===== src/rtl/video_mode_sched.sv =====
// video_mode_sched
// Frame-synchronous scheduler for the test-pattern generator in the DVI/HDMI
// TX path. It watches VS from the timing generator and steps the pattern
// mode, and the colour list while in single-colour mode. A step can come
// from an automatic frame count or from a manual request. Every change is
// applied at a frame boundary, so no frame is torn.
//
// Ports:
//   I_pxl_clk    pixel clock
//   I_rst_n      asynchronous active-low reset
//   I_vs         VS from the timing generator (polarity set by VS_POL)
//   I_next       manual step request, single-cycle pulse
//   I_auto_en    1 = step automatically every FRAMES_PER_STEP frames
//   I_hold       1 = freeze stepping and the step counter
//   O_mode       pattern mode to the generator
//   O_single_r/g/b  single-colour value
//   O_mode_chg   one-cycle pulse when the mode or the colour changes
//   O_frame_cnt  frames counted since sync after reset, wraps at 16 bits
//   O_pending    a manual step is queued for the next frame boundary
module video_mode_sched #(
  parameter int unsigned FRAMES_PER_STEP = 256,
  parameter int unsigned NUM_MODES       = 4,
  parameter int unsigned SINGLE_MODE     = 3,
  parameter bit          VS_POL          = 1'b1
) (
  input  logic        I_pxl_clk,
  input  logic        I_rst_n,
  input  logic        I_vs,
  input  logic        I_next,
  input  logic        I_auto_en,
  input  logic        I_hold,
  output logic [2:0]  O_mode,
  output logic [7:0]  O_single_r,
  output logic [7:0]  O_single_g,
  output logic [7:0]  O_single_b,
  output logic        O_mode_chg,
  output logic [15:0] O_frame_cnt,
  output logic        O_pending
);

  localparam logic [15:0] STEP_LAST  = 16'(FRAMES_PER_STEP - 1);
  localparam logic [2:0]  LAST_MODE  = 3'(NUM_MODES - 1);
  localparam logic [2:0]  SINGLE_M   = 3'(SINGLE_MODE);
  localparam logic [2:0]  LAST_COLOR = 3'd7;
  localparam logic        VS_IDLE    = ~VS_POL;

  typedef enum logic [1:0] {
    S_SYNC = 2'd0,
    S_RUN  = 2'd1,
    S_STEP = 2'd2
  } state_t;

  state_t      state, state_nxt;
  logic        vs_r;
  logic        fe;
  logic [15:0] step_cnt, step_cnt_nxt;
  logic [15:0] frame_cnt_nxt;
  logic [2:0]  color_idx, color_nxt;
  logic [2:0]  mode_nxt;
  logic        pending_nxt;
  logic        auto_hit;
  logic        step_fire;
  logic [23:0] rgb_nxt;

  function automatic logic [23:0] color_rgb(input logic [2:0] idx);
    case (idx)
      3'd0:    color_rgb = 24'hFF0000;
      3'd1:    color_rgb = 24'h00FF00;
      3'd2:    color_rgb = 24'h0000FF;
      3'd3:    color_rgb = 24'hFFFFFF;
      3'd4:    color_rgb = 24'hFFFF00;
      3'd5:    color_rgb = 24'h00FFFF;
      3'd6:    color_rgb = 24'hFF00FF;
      default: color_rgb = 24'h000000;
    endcase
  endfunction

  // Frame end is the deasserting edge of VS, whichever polarity it has.
  assign fe = VS_POL ? (vs_r & ~I_vs) : (~vs_r & I_vs);

  assign rgb_nxt = color_rgb(color_nxt);

  // Next-state logic. The new mode/colour is loaded on the edge that ends
  // the frame-end cycle, so it is already visible during S_STEP. Pending is
  // reloaded with I_next at that same edge, so a request arriving in the
  // firing cycle survives for the following frame.
  always_comb begin
    state_nxt     = state;
    step_cnt_nxt  = step_cnt;
    frame_cnt_nxt = O_frame_cnt;
    pending_nxt   = O_pending | I_next;
    mode_nxt      = O_mode;
    color_nxt     = color_idx;
    auto_hit      = 1'b0;
    step_fire     = 1'b0;

    case (state)
      S_SYNC: begin
        if (fe) begin
          state_nxt = S_RUN;
        end
      end

      S_RUN: begin
        if (fe) begin
          frame_cnt_nxt = O_frame_cnt + 16'd1;
          if (!I_hold && I_auto_en) begin
            auto_hit     = (step_cnt == STEP_LAST);
            step_cnt_nxt = step_cnt + 16'd1;
          end
          if (!I_hold && (O_pending || auto_hit)) begin
            step_fire    = 1'b1;
            state_nxt    = S_STEP;
            step_cnt_nxt = 16'd0;
            pending_nxt  = I_next;
            // Walk the colour list while in single-colour mode; any mode
            // advance restarts the list at colour 0.
            if (O_mode == SINGLE_M && color_idx != LAST_COLOR) begin
              color_nxt = color_idx + 3'd1;
            end else begin
              color_nxt = 3'd0;
              mode_nxt  = (O_mode == LAST_MODE) ? 3'd0 : O_mode + 3'd1;
            end
          end
        end
      end

      S_STEP: begin
        state_nxt = S_RUN;
      end

      default: begin
        state_nxt = S_SYNC;
      end
    endcase
  end

  // State and output registers.
  always_ff @(posedge I_pxl_clk or negedge I_rst_n) begin
    if (!I_rst_n) begin
      state       <= S_SYNC;
      vs_r        <= VS_IDLE;
      step_cnt    <= 16'd0;
      O_frame_cnt <= 16'd0;
      O_pending   <= 1'b0;
      O_mode      <= 3'd0;
      color_idx   <= 3'd0;
      O_single_r  <= 8'hFF;
      O_single_g  <= 8'h00;
      O_single_b  <= 8'h00;
      O_mode_chg  <= 1'b0;
    end else begin
      state       <= state_nxt;
      vs_r        <= I_vs;
      step_cnt    <= step_cnt_nxt;
      O_frame_cnt <= frame_cnt_nxt;
      O_pending   <= pending_nxt;
      O_mode      <= mode_nxt;
      color_idx   <= color_nxt;
      O_single_r  <= rgb_nxt[23:16];
      O_single_g  <= rgb_nxt[15:8];
      O_single_b  <= rgb_nxt[7:0];
      O_mode_chg  <= step_fire;
    end
  end

endmodule

===== config.mk =====
export PLATFORM = sky130hd
export DESIGN_NAME = video_mode_sched
export DESIGN_NICKNAME = d
export VERILOG_FILES = /design/src/rtl/video_mode_sched.sv
export SDC_FILE = /design/constraint.sdc
export NUM_CORES = 1
export LEC_CHECK = 0
export ABC_AREA = 0
export CAP_MARGIN = 0
export CORE_AREA = 2 2 72 74
export CTS_CLUSTER_SIZE = 14
export DETAILED_ROUTE_END_ITERATION = 8
export DIE_AREA = 0 0 74 76
export GPL_TIMING_DRIVEN = 0
export PLACE_DENSITY = 0.82
export SYNTH_ARGS = -nofsm -noshare
export SYNTH_HDL_FRONTEND = slang
export SYNTH_SLANG_ARGS = --single-unit

===== constraint.sdc =====
create_clock -name I_pxl_clk -period 2.2 [get_ports I_pxl_clk]
set_input_delay 0.55 -clock I_pxl_clk [delete_from_list [all_inputs] [get_ports I_pxl_clk]]
set_output_delay 0.55 -clock I_pxl_clk [all_outputs]
set_load 0.05 [all_outputs]

==> summary.md, run 1 <==
| Metric | Value |
|---|---|
| Mapped Area | about 0.0024 sq mm |
| Yosys cell types | between 40 and 50 |
| CP max stage delay | around 840 ps |
| Clock latency on the worst-skew pair | ~300 ps |
| Post-route cell area | about 0.0032 sq mm |
| Total core area | just under 0.005 sq mm |
| LEAKAGE | ~1.5 nW |
| Final WL | around 5000 um |
| Placed Area | a little under 0.003 sq mm |
| Die area | 0.00562 sq mm |
| Grt total ovfl | 0 |
| Worst-Margin Slew | just over 500 ps |
| Fin Hold WS | 140 ps |
| Via count | around 1.9k |
| CTS buffer count | 5 |
| Asr flop ratio synth | 1.00 |
| Max-slew headroom | 0.660 |
| Clk_skew | around 11 ps |
| Hold crit path type | in -> async |
| Vias per cell | about 5.1 |
| Post-synth EDFFs | 0 |
| Clock Sinks | between 40 and 50 |
| Die H | 76 um |
| Worst-path maximum fanout | 6 |
| Status | completed |
| Routability cong. | around 0.77 |
| Design Power | 3.32 mW |
| # hold bufs at CTS | 0 |
| Mean Syn Cell Area | approximately 10 sq um |
| DR DRC count | 0 |
| Final Net Count | around 310 |
| Detailed Route Iter0 Violations | between 80 and 90 |
| CTS H-tree depth | 2 |
| Synth area leader | dfrtp_1 |
| Crit path arrival time | ~1600 ps |
| Ports | ~50 |
| Die X | 74 um |
| Ys Warns | 0 |
| Overall Global Routing Usage | 0.189 |
| Final setup fails | 0 |
| DR WL/cell | roughly 13 um |
| Post-synth net total | 238 |
| Final count of pins violating max slew | 0 |
| ANT cells | 0 |
| Synth top area share | 0.477 |
| Clk slew on worst S/H paths | 90 ps |
| Layout area overhead | 34.9% |
| Max Clk Rate | 0.471 GHz |
| Port Buffers | 50 |
| Largest net degree at the start of global routing | 34 |
| Pwr/cell area | around 1000 mW/mm^2 |
| Clock buffer depth | 2 |
| CTS tree | yes |
| Starting Density | 0.481 |
| Buf/Inv on CP | 1 |
| Critical Path End Type | output pin |
| Fin crit period | approximately 2100 ps |
| Top delay family on crit path | buffers and inverters |
| Post-route ant nets | 0 |
| Crit-path cells | clkdlybuf4s50_1 |
| Num rows | 26 |
| Initial antenna violation count | 0 |
| First-pass GRT wire length | 8510 um |
| Dpl ws | -426 ps |
| Share of cells above drive strength 1 | 0.211 |
| Tcrit/Tclk final | 0.966 |
| Post-synthesis sequential area ratio | 0.488 |
| Unrepaired setup endpoints after global routing | no |
| CP required | 1650 ps |
| Initial DRT Pass Iterations | 4 |
| Filler cell count | 392 |
| Setup CP Type | reg -> out |
| VDD IR max | between 0.0007 and 0.0008 V |
| #FFs+latches synth | 46 |
| Vias in the first global route | around 1.9k |
| Max-cap violations | 0 |
| Hpwl dp | about 3300 um |
| Mapped Cells | approximately 230 |
| Final hold vios | 0 |
| Startpoint Class | register |
| Final worst slack | approximately 76 ps |
| Synth Flop Type | dfrtp_1 |
| Slowest CP cell | clkdlybuf4s50_1 |
| Root Buffer Master | clkbuf_8 |
| Ranking of synthesized cells by area | dfrtp_1, buf_4, xnor2_1 |
==> per-stage QoR <==
step / instances / setup TNS (ps) / util
final: 368 / 0 / 0.648
after detailed placement: 348 / -10120 / 0.604
after global placement: 347 / -39350 / 0.601
after global routing: 368 / 0 / 0.648
after floorplan: 227 / 0 / -
after CTS: 363 / 0 / 0.632
==> cells by family after synthesis <==
group | synth area share
buf+inv | 0.0906
xor+xnor | 0.0779
compound gates | 0.0927
mux | 0.0265
flops | 0.488
fa+ha+maj | 0.0265
simple gates | 0.198
==> report_power, final <==
part | switching, mW | internal (mW) | total [mW]
Clock | 0.283 | 0.253 | 0.536
Sequential | 0.150 | 0.967 | 1.12
Combinational | 1.08 | 0.587 | 1.66
==> what timing repair did <==
item | in CTS | in global routing
cloned | 1 | 1
resized for setup | 26 | 13
setup endpoints to repair | 35 | 27
pin swaps | 4 | 4
setup buffers | 6 | 4
==> cells in the final DEF (no fill, tap or decap), drive strengths merged, types with 4 or more instances in the layout <==
| master | count |
|---|---|
| clkdlybuf4s50 | 22 |
| inv | 7 |
| dlygate4sd2 | 22 |
| nand2 | 18 |
| nor2b | 4 |
| nand4 | 8 |
| xnor2 | 17 |
| nand3 | 9 |
| a21oi | 11 |
| o21ai | 12 |
| nor2 | 11 |
| dfrtp | 45 |
| ha | 5 |
| buf | 39 |
| mux2i | 4 |
| clkbuf | 6 |
| or3 | 9 |
| dlymetal6s2s | 5 |
| xor2 | 4 |
| and3 | 6 |
==> worst paths after layout <==
check                                startpoint               to  slack, ps  cells after the start
max in group asynchronous               I_rst_n    O_single_r[6]       1500                      2
worst max-delay path             O_frame_cnt[6]   O_frame_cnt[6]         80                      1
worst max register to register     step_cnt[13]    O_single_r[6]        250                      6
worst min-delay path                    I_rst_n       O_mode_chg        140                      1
worst min register to register  O_frame_cnt[15]  O_frame_cnt[15]        480                      1
min in group I_pxl_clk          O_frame_cnt[15]  O_frame_cnt[15]        480                      1
==> sequential cells by signal (all words and copies together) (netlist names), 2 cells and up <==
register and flops:
state 2, O_frame_cnt 16, O_mode 3, color_idx 3, step_cnt 16
==> area by class of cell <==
type,instances,area (sq um),area share
Tap cell,70,87.6,0.0275
Inverter,7,26.3,0.00825
Clock inverter,2,12.5,0.00393
Sequential cell,46,1150,0.362
Clock buffer,6,82.6,0.0259
Multi-Input combinational cell,149,1050,0.328
Timing Repair Buffer,62,581,0.182
Buffer,26,198,0.0621
==> metal layers <==
| metal | up-vias | track usage | wire [um] |
|---|---|---|---|
| li1 | 908 | - | - |
| met1 | 915 | 0.246 | 2140 |
| met2 | 38 | 0.315 | 2540 |
| met3 | 4 | 0.0344 | 188 |
| met4 | 0 | 0.0618 | 44 |
| met5 | - | 0 | 0 |
==> cells in the mapped netlist, types with 2 or more instances <==
cell	instances
and3_1	5
nand3_1	9
xor2_1	4
xnor2_1	17
and2_1	2
and4_1	2
or3_1	9
ha_1	5
buf_2	3
a21boi_0	2
mux2i_1	4
dfrtp_1	45
a21o_1	2
nand2_1	18
nor2_1	11
nor2b_1	4
a21oi_1	11
o21bai_1	2
nand2b_1	2
o21ai_0	10
nor4b_1	2
inv_1	7
nor3_1	2
buf_4	23
nand4_1	7
mux2_2	2
No activity file was read; power rests on OpenSTA's default activity.
==> run 2: changes to the inputs <==
==> constraint.sdc (replaced) <==
create_clock -name I_pxl_clk -period 2.2 [get_ports I_pxl_clk]
set_input_delay 0.33 -clock I_pxl_clk [delete_from_list [all_inputs] [get_ports I_pxl_clk]]
set_output_delay 0.33 -clock I_pxl_clk [all_outputs]
set_load 0.05 [all_outputs]
==> run 2 against run 1 <==
Compared with the run above: sequential power about the same; largest power group unchanged; power up 2.0%; register-to-register slack about the same; wire length down 6.4%; sequential share of layout area up 1.2 points; via count down 4.3%; die area unchanged; sequential cell count unchanged; final cell count down 2.4%; maximum frequency down 0.52%; critical path depth up 1; non-clock buffer count down 8.
==> summary.md, run 2 (synthesis results as in run 1) <==
| Metric | Value |
|---|---|
| Fin Hold WS | 461 ps (was 140 ps) |
| Pwr/cell area | 1100 mW/mm^2 (was 1040 mW/mm^2) |
| Initial DRT Pass Iterations | 4 (unchanged) |
| VDD IR max | 0.000723 V (was 0.000731 V) |
| Vias in the first global route | 1823 (was 1894) |
| FF-to-FF Start | step_cnt[0] (was step_cnt[13]) |
| Startpoint Class | register (unchanged) |
| Via count | 1784 (was 1865) |
| Regs by FF count | O_frame_cnt: 16 flops, step_cnt: 16 flops (unchanged) |
| Clock latency on the worst-skew pair | 290 ps (was 300 ps) |
| Crit path arrival time | 1810 ps (was 1570 ps) |
| Port Buffers | 50 (unchanged) |
| DR WL/cell | 12.8 um (was 13.3 um) |
| Max-cap violations | 0 (unchanged) |
| Starting Density | 0.481 (unchanged) |
| Placed Area | 0.00297 sq mm (unchanged) |
| Design Power | 3.38 mW (was 3.32 mW) |
| Worst-path maximum fanout | 8 (was 6) |
| Hpwl dp | 3310 um (unchanged) |
| Hold crit path type | in -> async (unchanged) |
| CTS buffer count | 5 (unchanged) |
| Vias per cell | 4.97 (was 5.07) |
| Detailed Route Iter0 Violations | 91 (was 87) |
| CTS H-tree depth | 2 (unchanged) |
| ANT cells | 0 (unchanged) |
| LEAKAGE | 1.36 nW (was 1.52 nW) |
| Clk_skew | 9.94 ps (was 10.8 ps) |
| Worst-Margin Slew | 524 ps (was 508 ps) |
| Final Net Count | 299 (was 308) |
| Grt total ovfl | 0 (unchanged) |
| CP max stage delay | 790 ps (was 840 ps) |
| R2R depth | 7 (was 6) |
| Clock Sinks | 46 (unchanged) |
| Clk slew on worst S/H paths | 90 ps (about the same) |
| Tcrit/Tclk final | 0.971 (was 0.966) |
| Worst r2r dst | O_single_g[6] (was O_single_r[6]) |
| Num rows | 26 (unchanged) |
| Layout area overhead | 30.6% (was 34.9%) |
| Final setup TNS | 0 ps (unchanged) |
| Final Instance Count excl. Fillers | 359 (was 368) |
| Crit path from | O_single_r[6] (was O_frame_cnt[6]) |
| First-pass GRT wire length | 8200 um (was 8510 um) |
| R2R Setup Slk | 240 ps (was 250 ps) |
| Die area | 0.00562 sq mm (unchanged) |
| Final setup fails | 0 (unchanged) |
| Final WL | 4600 um (was 4910 um) |
| Final count of pins violating max slew | 0 (unchanged) |
| Setup CP Type | reg -> out (unchanged) |
| Total core area | 0.00491 sq mm (unchanged) |
| Slowest CP cell | clkdlybuf4s50_1 (unchanged) |
| Final hold vios | 0 (unchanged) |
| Die H | 76 um (unchanged) |
| CP required | 1870 ps (was 1650 ps) |
| CTS tree | yes (unchanged) |
| Crit-path cells | buf_4, clkdlybuf4s50_1 (was clkdlybuf4s50_1) |
| DR DRC count | 0 (unchanged) |
| Critical Path End Type | output pin (unchanged) |
| Overall Global Routing Usage | 0.182 (was 0.189) |
| Dpl ws | -206 ps (was -426 ps) |
| Fin util | 0.628 (was 0.648) |
| Share of cells above drive strength 1 | 0.163 (was 0.211) |
| Clock buffer depth | 2 (unchanged) |
| Largest net degree at the start of global routing | 34 (unchanged) |
| Commonest cells after routing, fill and taps aside | clkdlybuf4s50_1, dfrtp_1, buf_4 (was dfrtp_1, buf_4, clkdlybuf4s50_1, dlygate4sd2_1, nand2_1) |
| Routability cong. | 0.771 (unchanged) |
| Initial antenna violation count | 0 (unchanged) |
| Status | completed (unchanged) |
| Fin crit period | 2140 ps (was 2120 ps) |
| Root Buffer Master | clkbuf_8 (unchanged) |
| Commonest non-fill, non-tap cell in the layout | clkdlybuf4s50_1 (was dfrtp_1) |
| Max-slew headroom | 0.650 (was 0.660) |
| Max Clk Rate | 0.468 GHz (was 0.471 GHz) |
| Post-route ant nets | 0 (unchanged) |
| Die X | 74 um (unchanged) |
| Post-CTS sizing | 0 (was 26) |
| Ports | 51 (unchanged) |
| Placed Cells incl. Taps | 348 (unchanged) |
| Post-route cell area | 0.00309 sq mm (was 0.00319 sq mm) |
| Final worst slack | 64.5 ps (was 75.7 ps) |
## run 2: worst max-delay path by stage
stage,to,slack (ps),cells after the start
5_1_grt,O_single_r[6],-6,7
3_3_place_gp,O_frame_cnt[12],-460,1
2_1_floorplan,O_single_b[6],390,6
6_report,O_single_r[2],60,2
3_5_place_dp,O_single_g[6],-210,6
4_1_cts,O_single_r[2],50,2
## run 2: where the power goes
group / total [mW] / leakage (nW) / switching, mW / internal (mW)
sequential: 1.12 / 0.615 / 0.149 / 0.967
clock: 0.534 / 0.0472 / 0.282 / 0.253
combinational: 1.73 / 0.694 / 1.07 / 0.666
total: 3.38 / 1.36 / 1.50 / 1.89
## run 2: what timing repair did
item,4_1_cts,5_1_grt
buffers inserted,0,2
hold buffers,1,0
endpoints found under the setup margin,0,4
endpoints found under the hold margin,13,0
## run 2: routing by layer
layer | routed length [um] | global-route usage
met1 | 2110 | 0.241
met2 | 2310 | 0.300
met3 | 156 | 0.0344
met4 | 21 | 0.0545
met5 | 0 | 0
## run 2: layout make-up
| cell class | instances | area, sq um |
|---|---|---|
| multi-input cells | 148 | 996 |
| well taps | 70 | 87.6 |
| flip-flops and latches | 46 | 1150 |
| clock inverters | 2 | 12.5 |
| fillers | 413 | 1830 |
| repair buffers | 54 | 541 |
| plain buffers | 26 | 188 |
| clock buffers | 6 | 82.6 |
| inverters | 7 | 26.3 |
## run 2: critical path, delay by kind of cell, from the launching register on
family / cells / cell delay, ps
buffers and inverters: 2 / 910
DFF: 1 / 600
==> run 3: changes to the inputs <==
- ABC_AREA: 0 -> not set
==> results of run 3 <==
Final layout, timing and power as in run 2 (identical DEF).
